==> src/rtl/tron_player_engine.sv <==
// tron_player_engine: N-player light-cycle engine. Holds a position,
// direction and live flag per player, advances all of them on a step
// tick, resolves edge and head-on deaths, then plots each head into the
// VGA adapter one player per cycle.

// Per-player next-state logic: turn decision, move and edge handling.
module tron_lane #(
  parameter int X_MAX = 159,
  parameter int Y_MAX = 119,
  parameter int WRAP  = 0
) (
  input  logic [7:0] x,
  input  logic [6:0] y,
  input  logic [1:0] dir,
  input  logic [3:0] req,
  output logic [7:0] nx,
  output logic [6:0] ny,
  output logic [1:0] ndir,
  output logic       edge_die
);
  localparam logic [7:0] XM = 8'(X_MAX);
  localparam logic [6:0] YM = 7'(Y_MAX);

  logic [1:0] req_dir;

  // Turn first (one-hot, non-reversing requests only), then move in the new direction.
  always_comb begin
    req_dir  = dir;
    case (req)
      4'b0001: req_dir = 2'd1;  // right
      4'b0010: req_dir = 2'd0;  // down
      4'b0100: req_dir = 2'd2;  // up
      4'b1000: req_dir = 2'd3;  // left
      default: req_dir = dir;
    endcase
    ndir     = ($onehot(req) && (req_dir != (dir ^ 2'd2))) ? req_dir : dir;
    nx       = x;
    ny       = y;
    edge_die = 1'b0;
    case (ndir)
      2'd0: if (y == YM) begin
              if (WRAP != 0) ny = 7'd0; else edge_die = 1'b1;
            end else ny = y + 7'd1;
      2'd1: if (x == XM) begin
              if (WRAP != 0) nx = 8'd0; else edge_die = 1'b1;
            end else nx = x + 8'd1;
      2'd2: if (y == 7'd0) begin
              if (WRAP != 0) ny = YM; else edge_die = 1'b1;
            end else ny = y - 7'd1;
      default: if (x == 8'd0) begin
              if (WRAP != 0) nx = XM; else edge_die = 1'b1;
            end else nx = x - 8'd1;
    endcase
  end
endmodule

module tron_player_engine #(
  parameter int          N_PLAYERS = 2,
  parameter int          X_MAX     = 159,
  parameter int          Y_MAX     = 119,
  parameter int          WRAP      = 0,
  parameter logic [11:0] COLOURS   = 12'b000_010_100_001
) (
  input  logic                   CLOCK_50,
  input  logic                   resetn,
  input  logic                   go,
  input  logic                   step_tick,
  input  logic [4*N_PLAYERS-1:0] dir_req,
  input  logic [8*N_PLAYERS-1:0] start_x,
  input  logic [7*N_PLAYERS-1:0] start_y,
  output logic [7:0]             vga_x,
  output logic [6:0]             vga_y,
  output logic [2:0]             vga_colour,
  output logic                   vga_plot,
  output logic [N_PLAYERS-1:0]   alive,
  output logic                   round_over
);
  localparam int CW = (N_PLAYERS > 2) ? 2 : 1;

  typedef enum logic [1:0] {IDLE, RUN, PLOT, OVER} state_t;
  state_t state_q, state_d;

  logic [N_PLAYERS-1:0][7:0] pos_x, nx;
  logic [N_PLAYERS-1:0][6:0] pos_y, ny;
  logic [N_PLAYERS-1:0][1:0] dir, ndir;
  logic [N_PLAYERS-1:0]      edge_die, live_mv, hit, new_alive;
  logic [N_PLAYERS-1:0][3:0] req;
  logic [CW-1:0]             cnt;
  logic [7:0]                sel_x;
  logic [6:0]                sel_y;
  logic [2:0]                sel_c;
  logic                      sel_live;

  assign req = dir_req;

  for (genvar g = 0; g < N_PLAYERS; g++) begin : g_lane
    tron_lane #(.X_MAX(X_MAX), .Y_MAX(Y_MAX), .WRAP(WRAP)) u_lane (
      .x(pos_x[g]), .y(pos_y[g]), .dir(dir[g]), .req(req[g]),
      .nx(nx[g]), .ny(ny[g]), .ndir(ndir[g]), .edge_die(edge_die[g])
    );
  end

  // Head-on check: surviving movers landing on the same cell all die.
  always_comb begin
    live_mv = alive & ~edge_die;
    hit     = '0;
    for (int i = 0; i < N_PLAYERS; i++)
      for (int j = 0; j < N_PLAYERS; j++)
        if (i != j && live_mv[i] && live_mv[j] && nx[i] == nx[j] && ny[i] == ny[j])
          hit[i] = 1'b1;
    new_alive = live_mv & ~hit;
  end

  // Select the player whose plot slot is current.
  always_comb begin
    sel_x    = '0;
    sel_y    = '0;
    sel_c    = '0;
    sel_live = 1'b0;
    for (int i = 0; i < N_PLAYERS; i++)
      if (CW'(i) == cnt) begin
        sel_x    = pos_x[i];
        sel_y    = pos_y[i];
        sel_c    = COLOURS[3*i +: 3];
        sel_live = alive[i];
      end
  end

  // Next-state logic; go only matters in IDLE/OVER, step_tick only in RUN.
  always_comb begin
    state_d = state_q;
    case (state_q)
      IDLE, OVER: if (go) state_d = PLOT;
      RUN:        if (step_tick) state_d = PLOT;
      default:    if (cnt == CW'(N_PLAYERS - 1))
                    state_d = ($countones(alive) <= 1) ? OVER : RUN;
    endcase
  end

  assign round_over = (state_q == OVER);

  // State, player registers and registered plot outputs.
  always_ff @(posedge CLOCK_50) begin
    if (!resetn) begin
      state_q    <= IDLE;
      pos_x      <= '0;
      pos_y      <= '0;
      dir        <= '0;
      alive      <= '0;
      cnt        <= '0;
      vga_x      <= '0;
      vga_y      <= '0;
      vga_colour <= '0;
      vga_plot   <= 1'b0;
    end else begin
      state_q  <= state_d;
      vga_plot <= 1'b0;
      if ((state_q == IDLE || state_q == OVER) && go) begin
        pos_x <= start_x;
        pos_y <= start_y;
        dir   <= '0;
        alive <= '1;
        cnt   <= '0;
      end else if (state_q == RUN && step_tick) begin
        for (int i = 0; i < N_PLAYERS; i++)
          if (alive[i]) begin
            dir[i] <= ndir[i];
            if (!edge_die[i]) begin
              pos_x[i] <= nx[i];
              pos_y[i] <= ny[i];
            end
          end
        alive <= new_alive;
        cnt   <= '0;
      end else if (state_q == PLOT) begin
        vga_x      <= sel_x;
        vga_y      <= sel_y;
        vga_colour <= sel_c;
        vga_plot   <= sel_live;
        cnt        <= cnt + CW'(1);
      end
    end
  end
endmodule

==> config.mk <==
export PLATFORM = sky130hd
export DESIGN_NAME = tron_player_engine
export DESIGN_NICKNAME = d
export VERILOG_FILES = /design/src/rtl/tron_player_engine.sv
export SDC_FILE = /design/constraint.sdc
export NUM_CORES = 1
export LEC_CHECK = 0
export BUFFER_PORTS_ARGS = -buffer_cell sky130_fd_sc_hd__buf_2
export CAP_MARGIN = 0
export CORE_MARGIN = 4
export CORE_UTILIZATION = 35
export DETAILED_ROUTE_END_ITERATION = 16
export PLACE_DENSITY = 0.61
export SLEW_MARGIN = 5
export SYNTH_ARGS = -nofsm -noshare
export SYNTH_HDL_FRONTEND = slang
export SYNTH_SLANG_ARGS = --single-unit
==> constraint.sdc <==
create_clock -name CLOCK_50 -period 6.2 [get_ports CLOCK_50]
set_input_delay 1.24 -clock CLOCK_50 [delete_from_list [all_inputs] [get_ports CLOCK_50]]
set_output_delay 1.24 -clock CLOCK_50 [all_outputs]
set_load 0.03 [all_outputs]
==> summary.txt <==
Worst setup path
  • R2R cell count: 11
  • RR Endpoint: pos_y[10]
  • Worst EP arrival: 5510 ps
  • Critical path class: in -> reg
  • Critical Path RT: 6450 ps
  • Critical R2R Launch: dir[2]
  • Nature of the critical path endpoint: register
  • R2r setup slk: 2610 ps
  • CP Cell Sequence: buf_2 -> inv_1 -> ha_1 -> ha_1 -> fa_1 -> or3b_1 -> o211ai_1 -> and2_4 -> o21ai_0 -> a221oi_1 -> nand3_1 -> or3_1 -> a311oi_1
  • Worst path bufs/invs: 2
  • Setup crit start kind: input port
  • Worst path top cell family by delay: simple AND/OR/NAND/NOR gates
  • Crit path top cell by count: ha_1
  • CP max-delay cell: o211ai_1
  • Worst-path maximum fanout: 9
  • CP peak stage delay: 570 ps

Floorplanning
  • Initial core utilization: 36.2%
  • Die area: 0.0172 sq mm
  • Number of placed I/O pins: 64
  • Chip height: 131 um
  • Row cnt: 44
  • Die Wd: 131 um
  • Core box area: 0.0147 sq mm

Clock tree
  • Sink Count: 57
  • Clock latency on the worst-skew pair: 350 ps
  • Total CTS buffers: 9
  • Clk slew on worst S/H paths: 50 ps
  • Max clock buf depth: 2
  • CTS tree: done
  • Setup Buffers After CTS: 0
  • CTS Hold Bufs: 0
  • Post-CTS Resized: 0
  • H-tree Lvls: 3
  • CTS Root Cell: clkbuf_16

Detailed routing
  • 1st-iter DRT viols: 518
  • Final ANT Viol Nets: 0
  • WL per Instance: 17.9 um
  • DRC Markers: 0
  • DR vias: 5517
  • Drt first pass iters: 5
  • WL final: 16.9 mm
  • DR vias/cell: 5.83

Final layout
  • FILL cells: 1508
  • Utilization after layout: 41.1%
  • Share of cells above drive strength 1: 15.5%
  • Post-layout nets: 835
  • Number of diodes: 0
  • Storage element area: 0.00114 sq mm
  • Area growth syn-to-layout: 13.6%
  • Area of the multi-input gates: 0.00380 sq mm

Power and ir drop
  • Total design power: 2.50 mW
  • Net Switching: 1.19 mW
  • Pwr/cell area: 413 mW/mm^2
  • Sequential share of power: 27.6%
  • Comb pwr share: 52.2%
  • Switching share of power: 47.8%
  • Pleak: 2.33 nW
  • Peak supply drop: 0.000335 V
  • Pint: 1.30 mW
  • Clk pwr share: 20.1%

Synth
  • Post-synth EDFFs: 0
  • #FFs+latches synth: 57
  • Post-synthesis instance total: 720
  • Sequential element share of the synthesized area: 21.5%
  • Warnings from Yosys: 0
  • Main synth FF type: dfxtp_1
  • Ys async rst share: 0%
  • Post-synthesis cell type count: 82
  • Cell area after synthesis: 0.00531 sq mm
  • Synthesized area per cell: 7.38 sq um
  • Syn_nets: 798

STA
  • Final worst slack: 937 ps
  • Max Freq: 0.190 GHz
  • Post-Route Skew: 9.35 ps
  • Worst Max-Slew Pin Slew: 980 ps
  • Slew headroom: 34.4%
  • RSZ-0062 raised after global routing: no
  • Max-slew violation total from the final report: 0
  • Final Cycle Share: 84.9%
  • Setup TNS: 0 ps
  • Hold Vio Cnt, Final: 0
  • Fin crit period: 5260 ps
  • Setup violators final: 0

Global route
  • Gr ovfl total: 0
  • Initial antenna violation count: 0
  • Largest net degree at the start of global routing: 41
  • Gr usage total: 19.3%
  • Vias in the first global route: 5153
  • First-pass GRT wire length: 27.5 mm

Placement
  • Final Wtd Congestion: 0.915
  • # port buffers: 62
  • DP Worst Slack: 671 ps
  • Hpwl dp: 12.4 mm

Min path
  • Hold Startpoint: vga_y[0]
  • Worst hold path class: reg -> reg
  • Worst Hold Path EP: vga_y[0]
  • Worst Hold Depth: 2

Outcome
  • Outcome: finished, final reports clean

Run
  • Number of max-cap violations: 0
[per-stage QoR]
stage | area (sq um) | std cells | hold slack (ps)
2_1_floorplan | 5310 | 720 | 513
4_1_cts | 6040 | 946 | 482
3_3_place_gp | 5740 | 930 | 473
6_report | 6040 | 946 | 479
3_5_place_dp | 5740 | 930 | 475
5_1_grt | 6040 | 946 | 512
[worst max-delay path by stage]
stage | cells after the start | slack [ps] | start | to
finish | 13 | 940 | dir_req[0] | pos_y[0]
global route | 13 | 620 | dir_req[0] | pos_y[0]
CTS | 12 | 1000 | dir_req[0] | pos_y[0]
detailed placement | 12 | 670 | dir_req[0] | pos_y[0]
global placement | 12 | 650 | dir_req[0] | pos_y[0]
floorplan | 17 | 1220 | dir_req[0] | alive[1]
[sequential cells by signal, indices dropped and copies added, names as in the netlist]
name	flops
vga_colour	2
pos_x	16
pos_y	14
vga_y	7
cnt	1
vga_x	8
alive	2
vga_plot	1
dir	4
state_q	2
[cell usage in the layout (no fill, tap or decap), drive strengths merged, types with 8 or more instances in the layout]
cell type and n:
a211oi 41, a21oi 47, a31oi 10, and3 9, buf 80, clkbuf 9, dfxtp 57, ha 34
inv 34, mux2i 25, nand2 61, nand3 28, nand4 13, nor2 82, nor3 33, o211ai 14
o21ai 31, o221ai 8, or3 8, xnor2 20, xor2 8
[worst reg2reg max path, delay by kind of cell, from the launching register on]
family | cells | cell delay, ps
simple gates | 4 | 1500
flops | 1 | 420
xor+xnor | 1 | 310
buf+inv | 2 | 310
compound gates | 4 | 990
[power groups by stage]
stage	logic [mW]	clock network, mW	registers [mW]
2_1_floorplan	0.960	0	0.676
4_1_cts	1.29	0.508	0.683
5_1_grt	1.43	0.528	0.707
3_5_place_dp	1.28	0	0.688
6_report	1.30	0.502	0.690
3_3_place_gp	1.29	0	0.690
[Yosys cell counts, types with 5 or more instances]
cell type | n | area [sq um]
o21a_1 | 5 | 37.5
inv_1 | 34 | 128
ha_1 | 34 | 425
o21ai_0 | 29 | 145
a211oi_1 | 41 | 308
o211ai_1 | 14 | 105
xor2_1 | 8 | 70.1
and3_1 | 9 | 56.3
nand4_1 | 13 | 81.3
nor2_1 | 82 | 308
clkbuf_1 | 45 | 169
xnor2_1 | 20 | 175
buf_6 | 5 | 56.3
o221ai_1 | 8 | 70.1
nand3_1 | 28 | 140
dfxtp_1 | 57 | 1140
a311oi_1 | 6 | 52.6
a21oi_1 | 47 | 235
o211a_1 | 5 | 50.1
nor3_1 | 33 | 165
nand2_1 | 61 | 229
mux2i_1 | 25 | 250
a31oi_1 | 10 | 62.6
or3_1 | 6 | 37.5
[cells by family (layout without fill, tap and decap cells)]
family | Yosys count | after routing | synth area share, %
simple gates | 271 | 271 | 24.9
compound gates | 211 | 211 | 27.8
buf+inv | 88 | 130 | 7.09
flops | 57 | 57 | 21.5
fa+ha+maj | 36 | 36 | 8.76
xor+xnor | 28 | 28 | 4.62
mux | 28 | 28 | 5.34
other cells | 1 | 1 | 0.0706
[routing by layer]
| layer | vias to the layer above | routed length [um] | track usage, % | part of all wire [%] |
|---|---|---|---|---|
| met1 | 2525 | 8010 | 28.2 | 47 |
| li1 | 2738 | - | - | - |
| met5 | - | 0 | 0 | 0 |
| met3 | 27 | 1340 | 3.71 | 7.9 |
| met2 | 227 | 7200 | 28.5 | 43 |
| met4 | 0 | 354 | 6.18 | 2.1 |
[final cells by class]
type	instances	area share (%)
clock buffer	9	3.73
tap	184	3.81
sequential	57	18.9
clock inverter	7	1.18
inverter	34	2.11
multi-input combinational	575	62.9
timing repair buffer	80	7.38
(Power assumes the default switching activity.)
